`config.mk`:
```
export PLATFORM = sky130hd
export DESIGN_NAME = display_scan_ctrl
export DESIGN_NICKNAME = d
export VERILOG_FILES = /design/src/rtl/display_pkg.sv /design/src/rtl/scan_timer.sv /design/src/rtl/display_scan_ctrl.sv
export SDC_FILE = /design/constraint.sdc
export NUM_CORES = 1
export LEC_CHECK = 0
export ABC_AREA = 1
export CAP_MARGIN = 20
export CORE_AREA = 2 2 68 70
export DETAILED_ROUTE_END_ITERATION = 6
export DIE_AREA = 0 0 70 72
export GPL_TIMING_DRIVEN = 1
export PLACE_DENSITY_LB_ADDON = 0.15
export SLEW_MARGIN = 5
export SYNTH_ARGS = -nofsm -noshare
export SYNTH_HDL_FRONTEND = slang
export SYNTH_SLANG_ARGS = --single-unit
export TNS_END_PERCENT = 100
```
`constraint.sdc`:
```
create_clock -name clk -period 1.7 [get_ports clk]
set_input_delay 0.51 -clock clk [delete_from_list [all_inputs] [get_ports clk]]
set_output_delay 0.51 -clock clk [all_outputs]
set_load 0.005 [all_outputs]
```
`src/rtl/display_pkg.sv`:
```
// -----------------------------------------------------------------------------
// display_pkg
//   Shared definitions for the multiplexed seven-segment scan controller:
//   scan state encoding, default timing constants, digit-count limits and a
//   small constant helper used to size the slot counter.
// -----------------------------------------------------------------------------
package display_pkg;

  // Scan FSM states. IDLE keeps every digit dark, SHOW drives one digit,
  // BLANK is the all-off gap between slots that suppresses ghosting.
  typedef enum logic [1:0] {
    ST_IDLE  = 2'd0,
    ST_SHOW  = 2'd1,
    ST_BLANK = 2'd2
  } scan_state_e;

  // Defaults sized for a 6 MHz clock: 10 ms per digit, 100 us blanking.
  localparam int DEFAULT_DIV_COUNT    = 60000;
  localparam int DEFAULT_BLANK_CYCLES = 600;

  // Supported range of multiplexed digits.
  localparam int MIN_DIGITS = 2;
  localparam int MAX_DIGITS = 4;

  function automatic int max_int(input int a, input int b);
    return (a > b) ? a : b;
  endfunction

endpackage : display_pkg

```
`src/rtl/scan_timer.sv`:
```
// -----------------------------------------------------------------------------
// scan_timer
//   Loadable down-counter that times both the SHOW and BLANK slots. Loading
//   value N-1 yields a slot of exactly N cycles: done_o is high in the last
//   cycle of the slot, when the count has reached zero.
//
// Ports
//   clk          : clock
//   reset        : asynchronous active-high reset
//   clear_i      : force the count to zero (highest priority)
//   load_i       : load load_value_i
//   load_value_i : slot length minus one
//   count_o      : current count
//   done_o       : count has reached zero
// -----------------------------------------------------------------------------
module scan_timer #(
  parameter int CNT_W = 16
) (
  input  logic             clk,
  input  logic             reset,
  input  logic             clear_i,
  input  logic             load_i,
  input  logic [CNT_W-1:0] load_value_i,
  output logic [CNT_W-1:0] count_o,
  output logic             done_o
);

  logic [CNT_W-1:0] count_q;
  logic [CNT_W-1:0] count_d;

  // NOTE: every variable assigned in always_comb gets a default first, so no
  // path through the block can leave it unassigned and infer a latch.
  always_comb begin
    count_d = count_q;
    if (clear_i) begin
      count_d = '0;
    end else if (load_i) begin
      count_d = load_value_i;
    end else if (count_q != '0) begin
      count_d = count_q - 1'b1;
    end
  end

  // NOTE: state registers use non-blocking assignments so every flop samples
  // its inputs from the same pre-edge values, independent of block order.
  always_ff @(posedge clk or posedge reset) begin
    if (reset) begin
      count_q <= '0;
    end else begin
      count_q <= count_d;
    end
  end

  assign count_o = count_q;
  assign done_o  = (count_q == '0);

endmodule : scan_timer

```
`src/rtl/display_scan_ctrl.sv`:
```
// -----------------------------------------------------------------------------
// display_scan_ctrl
//   Time-multiplexed scan controller for NUM_DIGITS seven-segment digits.
//   Each digit is lit for DIV_COUNT cycles, followed by BLANK_CYCLES cycles
//   with every digit off. New digit values arrive through a one-deep pending
//   buffer and are copied to the displayed (active) buffer only at a frame
//   boundary, so a frame never shows a mix of old and new digits.
//
// Ports
//   clk         : clock
//   reset       : asynchronous active-high reset
//   enable      : scanning runs while high; low returns to IDLE
//   digits_in   : new digit values, nibble k drives digit k
//   load_valid  : digits_in valid this cycle
//   load_ready  : pending buffer empty; load taken when valid && ready
//   seg_code    : nibble for the external seven-segment decoder
//   digit_en    : one-hot active-high digit enables
//   frame_start : one-cycle pulse on the first SHOW cycle of digit 0
// -----------------------------------------------------------------------------
module display_scan_ctrl
  import display_pkg::*;
#(
  parameter int NUM_DIGITS   = 2,
  parameter int DIV_COUNT    = DEFAULT_DIV_COUNT,
  parameter int BLANK_CYCLES = DEFAULT_BLANK_CYCLES
) (
  input  logic                    clk,
  input  logic                    reset,
  input  logic                    enable,
  input  logic [4*NUM_DIGITS-1:0] digits_in,
  input  logic                    load_valid,
  output logic                    load_ready,
  output logic [3:0]              seg_code,
  output logic [NUM_DIGITS-1:0]   digit_en,
  output logic                    frame_start
);

  localparam int CNT_W = $clog2(max_int(DIV_COUNT, BLANK_CYCLES));
  localparam int IDX_W = $clog2(NUM_DIGITS);

  localparam logic [CNT_W-1:0] SHOW_LOAD  = CNT_W'(DIV_COUNT - 1);
  localparam logic [CNT_W-1:0] BLANK_LOAD = CNT_W'(BLANK_CYCLES - 1);
  localparam logic [IDX_W-1:0] LAST_IDX   = IDX_W'(NUM_DIGITS - 1);

  if ((NUM_DIGITS < MIN_DIGITS) || (NUM_DIGITS > MAX_DIGITS) ||
      (DIV_COUNT < 2) || (BLANK_CYCLES < 1)) begin : g_bad_params
    $error("display_scan_ctrl: illegal parameters NUM_DIGITS=%0d DIV_COUNT=%0d BLANK_CYCLES=%0d",
           NUM_DIGITS, DIV_COUNT, BLANK_CYCLES);
  end

  // ---------------------------------------------------------------------------
  // State
  // ---------------------------------------------------------------------------
  scan_state_e                state_q,  state_d;
  logic [IDX_W-1:0]           index_q,  index_d;
  logic [4*NUM_DIGITS-1:0]    active_q, active_d;
  logic [4*NUM_DIGITS-1:0]    pending_q, pending_d;
  logic                       pending_full_q, pending_full_d;

  // Timer control
  logic                       tmr_clear;
  logic                       tmr_load;
  logic [CNT_W-1:0]           tmr_value;
  logic [CNT_W-1:0]           tmr_count;
  logic                       tmr_done;

  // Asserted on the edge that enters SHOW for digit 0.
  logic                       frame_edge;
  logic                       load_accept;

  scan_timer #(
    .CNT_W (CNT_W)
  ) u_scan_timer (
    .clk          (clk),
    .reset        (reset),
    .clear_i      (tmr_clear),
    .load_i       (tmr_load),
    .load_value_i (tmr_value),
    .count_o      (tmr_count),
    .done_o       (tmr_done)
  );

  // ---------------------------------------------------------------------------
  // Scan sequencing
  // ---------------------------------------------------------------------------
  always_comb begin
    state_d    = state_q;
    index_d    = index_q;
    tmr_clear  = 1'b0;
    tmr_load   = 1'b0;
    tmr_value  = '0;
    frame_edge = 1'b0;

    if (!enable) begin
      state_d   = ST_IDLE;
      index_d   = '0;
      tmr_clear = 1'b1;
    end else begin
      unique case (state_q)
        ST_IDLE: begin
          state_d    = ST_SHOW;
          index_d    = '0;
          tmr_load   = 1'b1;
          tmr_value  = SHOW_LOAD;
          frame_edge = 1'b1;
        end
        ST_SHOW: begin
          if (tmr_done) begin
            state_d   = ST_BLANK;
            tmr_load  = 1'b1;
            tmr_value = BLANK_LOAD;
          end
        end
        ST_BLANK: begin
          if (tmr_done) begin
            state_d   = ST_SHOW;
            tmr_load  = 1'b1;
            tmr_value = SHOW_LOAD;
            if (index_q == LAST_IDX) begin
              index_d    = '0;
              frame_edge = 1'b1;
            end else begin
              index_d = index_q + 1'b1;
            end
          end
        end
        default: begin
          state_d   = ST_IDLE;
          index_d   = '0;
          tmr_clear = 1'b1;
        end
      endcase
    end
  end

  // ---------------------------------------------------------------------------
  // Load handshake and buffer commit
  // ---------------------------------------------------------------------------
  // A load can only be accepted while pending is empty, and a commit only
  // happens while pending is full, so the two never coincide: a load taken on
  // a frame edge simply waits for the next frame edge.
  assign load_ready  = !pending_full_q;
  assign load_accept = load_valid && !pending_full_q;

  always_comb begin
    active_d       = active_q;
    pending_d      = pending_q;
    pending_full_d = pending_full_q;

    if (frame_edge && pending_full_q) begin
      active_d       = pending_q;
      pending_full_d = 1'b0;
    end

    if (load_accept) begin
      pending_d      = digits_in;
      pending_full_d = 1'b1;
    end
  end

  // NOTE: the digit buffers are reset along with the control state because
  // the display must come up blank and a reset must discard any pending load.
  always_ff @(posedge clk or posedge reset) begin
    if (reset) begin
      state_q        <= ST_IDLE;
      index_q        <= '0;
      active_q       <= '0;
      pending_q      <= '0;
      pending_full_q <= 1'b0;
    end else begin
      state_q        <= state_d;
      index_q        <= index_d;
      active_q       <= active_d;
      pending_q      <= pending_d;
      pending_full_q <= pending_full_d;
    end
  end

  // ---------------------------------------------------------------------------
  // Moore output decode
  // ---------------------------------------------------------------------------
  // BLANK keeps the index of the slot just shown, so seg_code holds the last
  // nibble there; only IDLE forces it to zero.
  always_comb begin
    digit_en = '0;
    seg_code = '0;
    for (int k = 0; k < NUM_DIGITS; k++) begin
      if (index_q == IDX_W'(k)) begin
        digit_en[k] = (state_q == ST_SHOW);
        if (state_q != ST_IDLE) begin
          seg_code = active_q[4*k +: 4];
        end
      end
    end
  end

  // The count equals its load value only in the first cycle of a slot.
  assign frame_start = (state_q == ST_SHOW) && (index_q == '0) &&
                       (tmr_count == SHOW_LOAD);

endmodule : display_scan_ctrl

```
==> flow_summary.ini <==
[run_status]
status = complete, but fails checks
violations = negative setup slack

[sta]
fin_setup_tns_ns = -3.75
slew_viol_final = 0
layout_min_cycle_time_ns = 2.03
period_share_pct = 119
hold_viol_final = 0
slew_headroom_pct = 73.5
worst_pin_slew_ns = 0.394
grt_setup_unrepaired = true
max_freq_mhz = 492
fin_ws_ns = -0.331
setup_viol = 30
skew_ns = 0.0133

[pwr]
cellLeakagePower_nw = 1.64
vdd_drop_max_mv = 1.12
cellPowerDensity_nw_per_um2 = 1710

[clock_tree]
clkSlewWorstSetupHoldPaths_ns = 0.06
cts-hold-fix-buffers = 0
cts.path.max_buffers = 2
cts_made_buffers = 5
cts.sinks = 36
cts_max_level = 2
cts_tree = done
worstSkewPairLatency_ns = 0.29
cts_root_buf = clkbuf_8

[die]
die_area_um2 = 5040
io-pin-count = 20
die_w_um = 70
rows = 24
start_util_pct = 49.0
core-area_um2 = 4260
die_height_um = 72

[synthesis]
yosys_warnings = 0
async_reset_ff_share_pct = 100
synth.distinct_cells = 27
synth_common_cells = nor2_1 (51), nand2_1 (45), dfrtp_1 (36)
synth-main-ff-cell = dfrtp_1
syn-num-nets = 283
synthCells = 264
synth_top_area_cell = dfrtp_1
yosysMostFrequentCell = nor2_1
synth_top_area_share_pct = 43.1
synthTopCellsByArea = dfrtp_1 (43%), nor2_1 (9.2%), nand2_1 (8.1%)
syn_area_um2 = 2090
ys_ff_latch = 36
seq_area_frac_synth_pct = 43.1
synth-edff-count = 0
avgSynthCellArea_um2 = 7.91

[final_layout]
layout.nets = 373
regArea_um2 = 901
insertedDiodeCount = 0
drive_gt1_share_pct = 46.8
multi_input_area_um2 = 1380
fillers = 264
syn_to_final_growth_pct = 60.6

[critical_path]
crit_required_ns = 1.19
arrival_ns = 1.52
critPathLaunchType = flip-flop
path_class = flip-flop to primary output
cp-end-kind = primary output
crit_path_max_fanout = 2

[drt]
wl_per_cell_um = 15.1
drtPass1Iterations = 4
vias_per_cell = 5.24
routed_wl_um = 6150
via_count = 2131
ant_nets = 0
drtIter0Drc = 91
remaining_drc_errors = 0

[grt]
antenna_found_initial = 0
track_usage_pct = 24.0
grt_pass1_vias = 2173
grt_pass1_wl_um = 9520
overflow = 0
grt_max_degree = 37

[hold_path]
hold_class = flip-flop to flip-flop

[placed_design]
preCtsSetupSlack_ns = -0.465
hpwlAfterDp_um = 3720
routabilityCongestion = 0.892
io_buffers = 19

[flow_run]
maxCapViolCount = 0
==> cell type report <==
class / instances / area share, %
Clock buffer: 6 / 2.16
Clock inverter: 2 / 1.04
Inverter: 34 / 4.25
Multi-Input combinational cell: 191 / 41.2
Sequential cell: 36 / 26.9
Tap cell: 52 / 1.94
Timing Repair Buffer: 86 / 22.6
==> cell usage in the layout, fill, tap and decap left out, types with 14 or more instances in the layout <==
master	synthesis	routed
buf_4	0	51
nor2_1	51	37
dfrtp_1	36	36
nand2_1	45	30
inv_1	33	23
nand2_4	1	16
buf_6	1	14
==> layer usage <==
metal  wire length [µm]  vias up  GRT usage, %
li1                   -     1029             -
met1               2400     1021          25.8
met2               3340       58          45.0
met3                180       23          4.17
met4                227        0          12.8
met5                  0        -             0
==> what timing repair did <==
action | CTS | global route
gates cloned | 1 | 0
setup endpoints to repair | 36 | 35
pin swaps | 23 | 34
buffers inserted | 18 | 5
gates resized for setup | 102 | 41
==> state kept, by name (all words and copies together) (netlist names) <==
register,flops
active_q,8
index_q,1
pending_full_q,1
pending_q,8
state_q,2
u_scan_timer.count_o,16
==> final timing paths <==
kind / startpoint / to / slack [ns] / depth (start not counted)
hold reg to reg: pending_full_q / pending_full_q / 0.50 / 1
max in group asynchronous: reset / state_q[0] / 0.94 / 3
setup / recovery: state_q[0] / digit_en[0] / -0.33 / 8
min in group asynchronous: reset / u_scan_timer.count_o[13] / 0.55 / 3
hold / removal: pending_full_q / pending_full_q / 0.50 / 1
setup reg to reg: u_scan_timer.count_o[0] / u_scan_timer.count_o[3] / -0.12 / 12
==> power by group <==
group | total [mW] | switching [mW] | internal [mW]
combinational | 3.53 | 1.80 | 1.73
clock | 0.758 | 0.323 | 0.436
sequential | 1.44 | 0.254 | 1.19
==> worst max-delay path, cell delays in order (launching register included) <==
cell and delay (ns):
dfrtp_1 0.42, ha_4 0.19, inv_4 0.06, nor2_4 0.03, buf_4 0.13, buf_6 0.11
buf_6 0.10, buf_6 0.10, buf_6 0.10
==> cells by family after synthesis <==
| kind of cell | after synthesis | synth area share (%) |
|---|---|---|
| AO/OA/AOI/OAI | 30 | 9.23 |
| XOR/XNOR | 9 | 3.77 |
| multiplexers | 2 | 1.08 |
| adder cells (fa/ha/maj) | 7 | 4.19 |
| flip-flops | 36 | 43.1 |
| AND/OR/NAND/NOR | 143 | 31.6 |
| buffers and inverters | 37 | 7.01 |
==> metrics by stage <==
stage          std cells  cell area, µm²  utilization, %  hold slack (ns)  total power, mW
2_1_floorplan        264            2090               -            0.437             2.77
3_3_place_gp         381            2720            63.7            0.455             3.76
3_5_place_dp         381            2720            63.7            0.471             3.81
4_1_cts              405            3170            74.4            0.507             5.29
5_1_grt              407            3350            78.7            0.516             6.08
6_report             407            3350            78.7            0.503             5.73
(Power assumes the default switching activity.)
